==> src/rtl/instr_loader.sv <==
// Boot-time loader: length header + little-endian word payload over a byte stream into instruction memory.
// Optional trailing XOR checksum byte enabled by defining LOADER_CSUM_EN.
module instr_loader #(
  parameter int          ADDR_WIDTH = 32,
  parameter logic [31:0] BASE_ADDR  = 32'hBFC0_0000,
  parameter int          MAX_WORDS  = 1024
) (
  input  logic                  clk,
  input  logic                  rst,
  input  logic [7:0]            rx_data,
  input  logic                  rx_valid,
  output logic                  rx_ready,
  output logic                  we,
  output logic [ADDR_WIDTH-1:0] waddr,
  output logic [31:0]           wdata,
  output logic                  cpu_hold,
  output logic                  done,
  output logic                  error
);

  typedef enum logic [2:0] {
    LEN_LO,
    LEN_HI,
    PAYLOAD,
`ifdef LOADER_CSUM_EN
    CSUM,
`endif
    DONE,
    ERROR
  } state_t;

`ifdef LOADER_CSUM_EN
  localparam state_t END_STATE = CSUM;
`else
  localparam state_t END_STATE = DONE;
`endif

  localparam logic [ADDR_WIDTH-1:0] BASE = ADDR_WIDTH'(BASE_ADDR);

  state_t      state;
  state_t      next_state;
  logic [15:0] len;
  logic [15:0] word_cnt;
  logic [1:0]  byte_cnt;
  logic [23:0] partial;
  logic        fin_pend;
  logic        take;
  logic        last_byte;
  logic [15:0] hdr_n;
`ifdef LOADER_CSUM_EN
  logic [7:0]  csum;
`endif

  assign take      = rx_valid && rx_ready;
  assign hdr_n     = {rx_data, len[7:0]};
  assign last_byte = (byte_cnt == 2'd3) && ((word_cnt + 16'd1) == len);

  always_comb begin
    rx_ready = 1'b0;
    if (rst) begin
      case (state)
        LEN_LO, LEN_HI, PAYLOAD: rx_ready = 1'b1;
`ifdef LOADER_CSUM_EN
        CSUM:                    rx_ready = 1'b1;
`endif
        default:                 rx_ready = 1'b0;
      endcase
    end
  end

  always_ff @(posedge clk) begin
    if (!rst)
      state <= LEN_LO;
    else
      state <= next_state;
  end

  always_comb begin
    next_state = state;
    case (state)
      LEN_LO:
        if (take) next_state = LEN_HI;
      LEN_HI:
        if (take) begin
          if ({16'd0, hdr_n} > 32'(MAX_WORDS))
            next_state = ERROR;
          else if (hdr_n == 16'd0)
            next_state = END_STATE;
          else
            next_state = PAYLOAD;
        end
      PAYLOAD:
        if (take && last_byte) next_state = END_STATE;
`ifdef LOADER_CSUM_EN
      CSUM:
        if (take) next_state = (rx_data == csum) ? DONE : ERROR;
`endif
      default:
        next_state = state;
    endcase
  end

  // Leaving PAYLOAD for DONE is delayed a cycle so the last write lands before the CPU is released.
  always_ff @(posedge clk) begin
    if (!rst) begin
      len      <= '0;
      word_cnt <= '0;
      byte_cnt <= '0;
      partial  <= '0;
      fin_pend <= 1'b0;
      we       <= 1'b0;
      waddr    <= BASE;
      wdata    <= '0;
      cpu_hold <= 1'b1;
      done     <= 1'b0;
      error    <= 1'b0;
`ifdef LOADER_CSUM_EN
      csum     <= '0;
`endif
    end else begin
      we       <= 1'b0;
      fin_pend <= 1'b0;
      if (take) begin
        case (state)
          LEN_LO: len[7:0]  <= rx_data;
          LEN_HI: len[15:8] <= rx_data;
          PAYLOAD: begin
`ifdef LOADER_CSUM_EN
            csum     <= csum ^ rx_data;
`endif
            byte_cnt <= byte_cnt + 2'd1;
            case (byte_cnt)
              2'd0: partial[7:0]   <= rx_data;
              2'd1: partial[15:8]  <= rx_data;
              2'd2: partial[23:16] <= rx_data;
              default: begin
                we       <= 1'b1;
                wdata    <= {rx_data, partial};
                waddr    <= BASE + ADDR_WIDTH'({word_cnt, 2'b00});
                word_cnt <= word_cnt + 16'd1;
              end
            endcase
          end
          default: ;
        endcase
      end
      if (fin_pend) begin
        done     <= 1'b1;
        cpu_hold <= 1'b0;
      end
      if (next_state != state) begin
        if (next_state == ERROR)
          error <= 1'b1;
        else if (next_state == DONE) begin
          if (state == PAYLOAD)
            fin_pend <= 1'b1;
          else begin
            done     <= 1'b1;
            cpu_hold <= 1'b0;
          end
        end
      end
    end
  end

endmodule

==> config.mk <==
export PLATFORM = sky130hd
export DESIGN_NAME = instr_loader
export DESIGN_NICKNAME = d
export VERILOG_FILES = /design/src/rtl/instr_loader.sv
export SDC_FILE = /design/constraint.sdc
export NUM_CORES = 1
export LEC_CHECK = 0
export ABC_CLOCK_PERIOD_IN_PS = 3100
export BUFFER_PORTS_ARGS = -buffer_cell sky130_fd_sc_hd__buf_4
export CORE_MARGIN = 2
export CORE_UTILIZATION = 35
export DETAILED_ROUTE_END_ITERATION = 10
export GPL_ROUTABILITY_DRIVEN = 1
export PLACE_DENSITY = 0.53
export SLEW_MARGIN = 20
export SYNTH_ARGS = -nofsm -noshare
export SYNTH_HDL_FRONTEND = slang
export SYNTH_SLANG_ARGS = --single-unit
==> constraint.sdc <==
create_clock -name clk -period 3.1 [get_ports clk]
set_input_delay 0.31 -clock clk [delete_from_list [all_inputs] [get_ports clk]]
set_output_delay 0.31 -clock clk [all_outputs]
set_load 0.05 [all_outputs]
==> impl_metrics.csv, run 1 <==
group,metric,value,unit
timing,fin_hold_ws,225.1,ps
synthesis,synth-xor-area-share,5.040,%
global_route,grt_max_degree,113,
critical_path,arrival,2830,ps
detailed_routing,wl_per_cell,14.76,um
synthesis,synth_cell_types,51,
clocking,cts_resized,0,
die,start_util,35.87,%
timing,finalHoldViolations,0,
critical_path,critPathKind,"reg2reg",
die,die_area,15890,um2
global_route,grt_pass1_wl,20300,um
synthesis,async_reset_ff_share,0,%
global_route,antenna_found_initial,0,
critical_path,cp-start-kind,"register",
detailed_routing,final_antenna_net_count,0,
global_route,grt.total_usage,16.23,%
timing,final.setup.worst_slack,528.3,ps
finish,fillers,1515,
timing,min_period,2572,ps
global_route,grt_overflow,0,
synthesis,synth_simple_gate_area_share,24.36,%
finish,final_cell_area,6266,um2
critical_path,r2r_setup_slack,530,ps
timing,slew_viol_final,0,
clocking,htreeDepth,4,
finish,antenna_cells,0,
synthesis,ys.flop_type,"dfxtp_1",
die,row_count,44,
clocking,cts.clk_slew.worst_paths,50,ps
detailed_routing,first_pass_iters,4,
timing,maxSlewHeadroom,39.07,%
clocking,cts_buffer_depth,2,
placed_design,dp_hpwl,8110,um
critical_path,worstSetupStartpoint,"word_cnt[0]",
synthesis,synth_area_leader_cell,"dfxtp_1",
die,die-height,126.1,um
placed_design,port-buffer-count,63,
critical_path,path_max_fanout,7,
finish,finalNetCount,666,
power,leakage,2.357,nW
power,power_density,565.5,nW/um2
min_path,worstHoldStart,"rx_data[7]",
synthesis,ys_ff_latch,114,
critical_path,crit_path_end_kind,"register",
power,total_power,3.544,mW
clocking,clk_latency,420,ps
synthesis,synth_compound_area_share,15.09,%
power,vdd_ir_drop_max,0.0003367,V
placed_design,gp_congestion,0.8482,
synthesis,yosys.area_share.adder,1.440,%
synthesis,yosysSeqAreaShare,43.77,%
flow_run,cap_viol_max_count,0,
timing,tightest_slew,914.0,ps
timing,rsz0062_at_grt,"no",
clocking,cts_tree,"yes",
timing,setup_viol,0,
detailed_routing,routed_wl,12450,um
synthesis,synth_edf_count,0,
clocking,cts_root_buf,"clkbuf_16",
timing,fin_crit_sh,82.96,%
critical_path,worstPathRequired,3360,ps
min_path,hold_class,"in2reg",
clocking,cts_inserted_buffers,17,
global_route,grt_pass1_vias,4021,
detailed_routing,route.detailed.drc,0,
synthesis,yosysWarnings,0,
detailed_routing,viasPerCell,4.867,
die,core-area,14530,um2
synthesis,synth.area.mux_share,3.264,%
timing,timing.fmax,388.8,MHz
clocking,cts_num_sinks,114,
finish,areaGrowthSynthToFinish,20.18,%
placed_design,pre_cts_slack,519.3,ps
detailed_routing,via_count,4103,
synthesis,synthTopCellsByArea,"dfxtp_1 (44%), a21boi_0 (11%), nand2_1 (9.9%), xnor2_1 (3.9%), nand3_1 (3.6%)",
synthesis,synth_top_family_by_area,"simple AND/OR/NAND/NOR gates",
detailed_routing,drt_iter0_markers,230,
finish,drive_above_1_share,16.54,%
placed_design,placed_cell_area,5697,um2
clocking,cts_hold_buf,0,
timing,skew,12.16,ps
clocking,post_cts_buffers,0,
synthesis,synth.avg_cell_area,8.632,um2
synthesis,synth_area,5214,um2
critical_path,r2r_start,"word_cnt[0]",
die,num_io_pins,80,
timing,fin_tns_setup,0,ps
synthesis,synth_cells,604,
synthesis,synth_top_area_share,43.77,%
die,die_w,126.1,um
run_status,status,"completed",
## cells in the final DEF, fill, tap and decap left out, drive strengths merged, types with 2 or more instances in the layout
cell type	n
conb	16
dfxtp	114
ha	6
buf	70
a31oi	2
nor4	5
xnor2	23
nand2	138
nand3	38
nor3	8
o21ai	8
and2	14
nor2b	21
inv	7
and4	2
clkbuf	24
and3	6
o311ai	2
nand4	5
nor2	14
o21a	4
o2111ai	2
or3	5
xor2	7
nand2b	4
a21oi	5
mux2i	17
a21boi	76
o211ai	3
or4	2
clkinv	2
bufinv	2
## per-layer routing
layer / routed length [um] / track usage [%]
met5: 0 / 0
met4: 114 / 6.981
met3: 614 / 5.013
met1: 5887 / 20.52
met2: 5828 / 25.62
## path summary, 6_finish.rpt
path / cells after the start / end
hold reg to reg: 2 / waddr[16]
setup / recovery: 9 / cpu_hold
hold / removal: 3 / wdata[31]
setup reg to reg: 9 / cpu_hold
## cell families after synthesis
group                    after synthesis
AND/OR/NAND/NOR                      264
buffers and inverters                 65
AO/OA/AOI/OAI                        106
flip-flops                           114
adder cells (fa/ha/maj)                6
XOR/XNOR                              30
other                                  2
multiplexers                          17
## cell usage after synthesis (all sizes together), types with 3 or more instances
cell type,count
nand3,38
buf,21
mux2i,17
dfxtp,114
or3,5
nand2b,4
ha,6
nor2,14
inv,7
xor2,7
xnor2,23
nand2,138
nor4,5
clkbuf,36
nor3,8
nand4,5
o211ai,3
o21ai,8
a21oi,5
nor2b,21
and3,6
and2,14
a21boi,76
o21a,4
## power by group
group          internal [mW]  total, mW  switching (mW)
sequential              1.48       1.49          0.0126
clock                   1.25       1.88           0.635
combinational         0.0573      0.170           0.112
total                   2.78       3.54           0.760
## state kept, by name, indices dropped and copies added (netlist names), 2 cells and up
name	cells
partial	24
wdata	32
len	16
waddr	16
byte_cnt	2
state	3
word_cnt	16
## per-stage QoR
step                      instances  util [%]
final                           843     43.11
after global routing            843     43.11
after CTS                       843     43.11
after detailed placement        814     39.20
after global placement          814     39.20
after floorplan                 618         -
## cell type report
type                       instances  area, um2  share of cell area [%]
clock buffer                      24      491.7                   7.847
clock inverter                     5      77.57                   1.238
inverter                           7      26.28                  0.4193
multi-input combinational        439       2633                   42.01
sequential                       114       2282                   36.42
tap                              184      230.2                   3.674
timing repair buffer              70      525.5                   8.387
## worst max-delay path: stages, from the launching register on
cell       delay, ps
dfxtp_1          460
ha_1             310
nand3_4          120
or4_4            550
a311oi_2         270
nor3_1           100
nor3_2           200
o2111ai_2        200
inv_2            100
o221ai_2         100
(Power assumes the default switching activity.)
==> run 2, diff against run 1 <==
ABC_CLOCK_PERIOD_IN_PS = 2200   (was 3100)
PLACE_DENSITY = 0.55   (was 0.53)
clock period = 2.2 ns   (was 3.1 ns; I/O delays follow)
==> run 2 against run 1 <==
Compared with the run above: clock power rose by 54%; count of clock-buffer cells in the layout shrank 2; critical path type unchanged; combinational power grew 42%; largest cell class unchanged; flip-flop and latch count unchanged; final area grew 5.5%; routed wire length rose by 1.7%; hold slack lost 92 ps.
==> impl_metrics.csv, run 2 (synthesized netlist as in run 1, its figures left out) <==
group,metric,value,unit
timing,setup_viol,0,
min_path,hold_class,"in2reg",
clocking,cts.clk_slew.worst_paths,50,ps
die,die_area,15890,um2
clocking,cts_root_buf,"clkbuf_16",
timing,min_period,2122,ps
finish,drive_above_1_share,22.08,%
timing,timing.fmax,471.3,MHz
flow_run,cap_viol_max_count,0,
power,total_power,5.228,mW
critical_path,r2r_end,"cpu_hold",
detailed_routing,route.detailed.drc,0,
timing,maxSlewHeadroom,40.34,%
finish,regMostFlops,"wdata",
run_status,status,"completed",
global_route,grt_pass1_wl,20700,um
critical_path,cp-start-kind,"register",
die,start_util,35.87,%
timing,final.setup.worst_slack,78.16,ps
detailed_routing,first_pass_iters,4,
placed_design,pre_cts_slack,-74.88,ps
min_path,whs_path_depth,3,
clocking,cts_inserted_buffers,17,
placed_design,port-buffer-count,63,
clocking,cts_num_sinks,114,
finish,antenna_cells,0,
timing,fin_hold_ws,133.5,ps
min_path,worstHoldStart,"rx_data[7]",
finish,finalNetCount,697,
critical_path,critPathKind,"reg2reg",
critical_path,path_max_fanout,4,
placed_design,gp_congestion,0.8394,
clocking,cts_tree,"yes",
timing,slew_viol_final,0,
detailed_routing,drt_iter0_markers,266,
global_route,antenna_found_initial,0,
global_route,grt_max_degree,113,
power,vdd_ir_drop_max,0.0005715,V
finish,largest_reg_flops,32,
critical_path,crit_path_end_kind,"register",
detailed_routing,via_count,4254,
detailed_routing,viasPerCell,4.851,
die,num_io_pins,80,
critical_path,r2r_start,"word_cnt[0]",
finish,regArea,2290,um2
die,core-area,14530,um2
critical_path,r2r_setup_slack,80,ps
finish,reg_top3,"wdata (32), partial (24)",
die,die_w,126.1,um
power,leakage,2.545,nW
timing,skew,12.05,ps
global_route,grt.total_usage,16.46,%
power,power_density,791.1,nW/um2
detailed_routing,final_antenna_net_count,0,
finish,fillers,1416,
global_route,grt_overflow,0,
die,die-height,126.1,um
finish,final_common_cell,"nand2_1",
die,row_count,44,
detailed_routing,routed_wl,12660,um
clocking,cts_buffer_depth,2,
placed_design,dp_hpwl,8631,um
clocking,htreeDepth,4,
global_route,grt_pass1_vias,4165,
critical_path,arrival,2370,ps
finish,multi_input_area,2673,um2
timing,finalHoldViolations,0,
finish,areaGrowthSynthToFinish,26.76,%
finish,layout_common_cells,"nand2_1 (137), dfxtp_1 (110), buf_4 (98)",
critical_path,worstPathRequired,2450,ps
critical_path,path_cells,"ha_4 -> nand3_4 -> or4_4 -> a311oi_2 -> nor3_2 -> nor3_2 -> o2111ai_2 -> inv_2 -> o221ai_2",
critical_path,reg2reg_depth,9,
min_path,holdPathEnd,"wdata[31]",
timing,tightest_slew,894.8,ps
detailed_routing,wl_per_cell,14.43,um
timing,fin_crit_sh,96.45,%
critical_path,cpMostUsedCell,"nor3_2",
clocking,clk_latency,410,ps
critical_path,cp_slowest_stage_delay,460,ps
timing,rsz0062_at_grt,"yes",
critical_path,cp_slowest_cell,"or4_4",
finish,final_util,45.47,%
-- run 2: cell types whose count changed in the layout (fill, tap and decap cells not counted), sizes merged --
cell,change
clkbuf,-2
bufinv,+2
clkinv,+3
buf,+31
-- run 2: per-layer routing --
layer / vias to the layer above / part of all wire (%) / track usage, %
met5: - / 0 / 0
met4: 0 / 1.1 / 6.270
met3: 10 / 5.5 / 5.650
met2: 103 / 48 / 25.77
met1: 1999 / 46 / 20.97
li1: 2142 / - / -
-- run 2: layout make-up --
cell class | count | share of cell area [%]
clock buffers | 22 | 7.024
clock inverters | 10 | 2.367
inverters | 7 | 0.3976
multi-input cells | 439 | 40.44
flip-flops and latches | 114 | 34.65
well taps | 184 | 3.484
repair buffers | 101 | 11.64
-- run 2: report_power, final --
part | switching (mW) | total (mW) | internal, mW | leakage (nW)
clock network | 0.942 | 2.89 | 1.95 | 0.304
logic | 0.159 | 0.241 | 0.0819 | 1.32
registers | 0.0189 | 2.10 | 2.08 | 0.922
total | 1.12 | 5.23 | 4.11 | 2.55
-- run 2: how the worst max path moves through the flow --
stage / depth (start not counted) / end / from
after floorplan: 9 / cpu_hold / word_cnt[1]
after global placement: 9 / cpu_hold / word_cnt[1]
after detailed placement: 9 / cpu_hold / word_cnt[1]
after CTS: 9 / cpu_hold / word_cnt[1]
after global routing: 10 / cpu_hold / word_cnt[0]
final: 9 / cpu_hold / word_cnt[0]
-- run 2: through the flow --
step                      setup TNS, ps  instance area, um2  std cells
after floorplan                       0                5280        618
after global routing             -31.41                6609        877
final                                 0                6609        877
after detailed placement         -74.88                5928        843
after CTS                             0                6556        875
after global placement           -25.48                5928        843
-- run 2: timing repair --
item,in CTS,in global routing
endpoints found under the setup margin,2,23
hold buffers,0,0
setup buffers,0,2
pin swaps,2,11
gates resized for setup,2,12
-- run 2: critical path, delay by kind of cell, from the launching register on --
kind,cells,cell delay [ps]
adders and majority gates,1,160
and+or+nand+nor,4,820
DFF,1,360
buffers and inverters,1,100
AOI/OAI and AO/OA,3,510
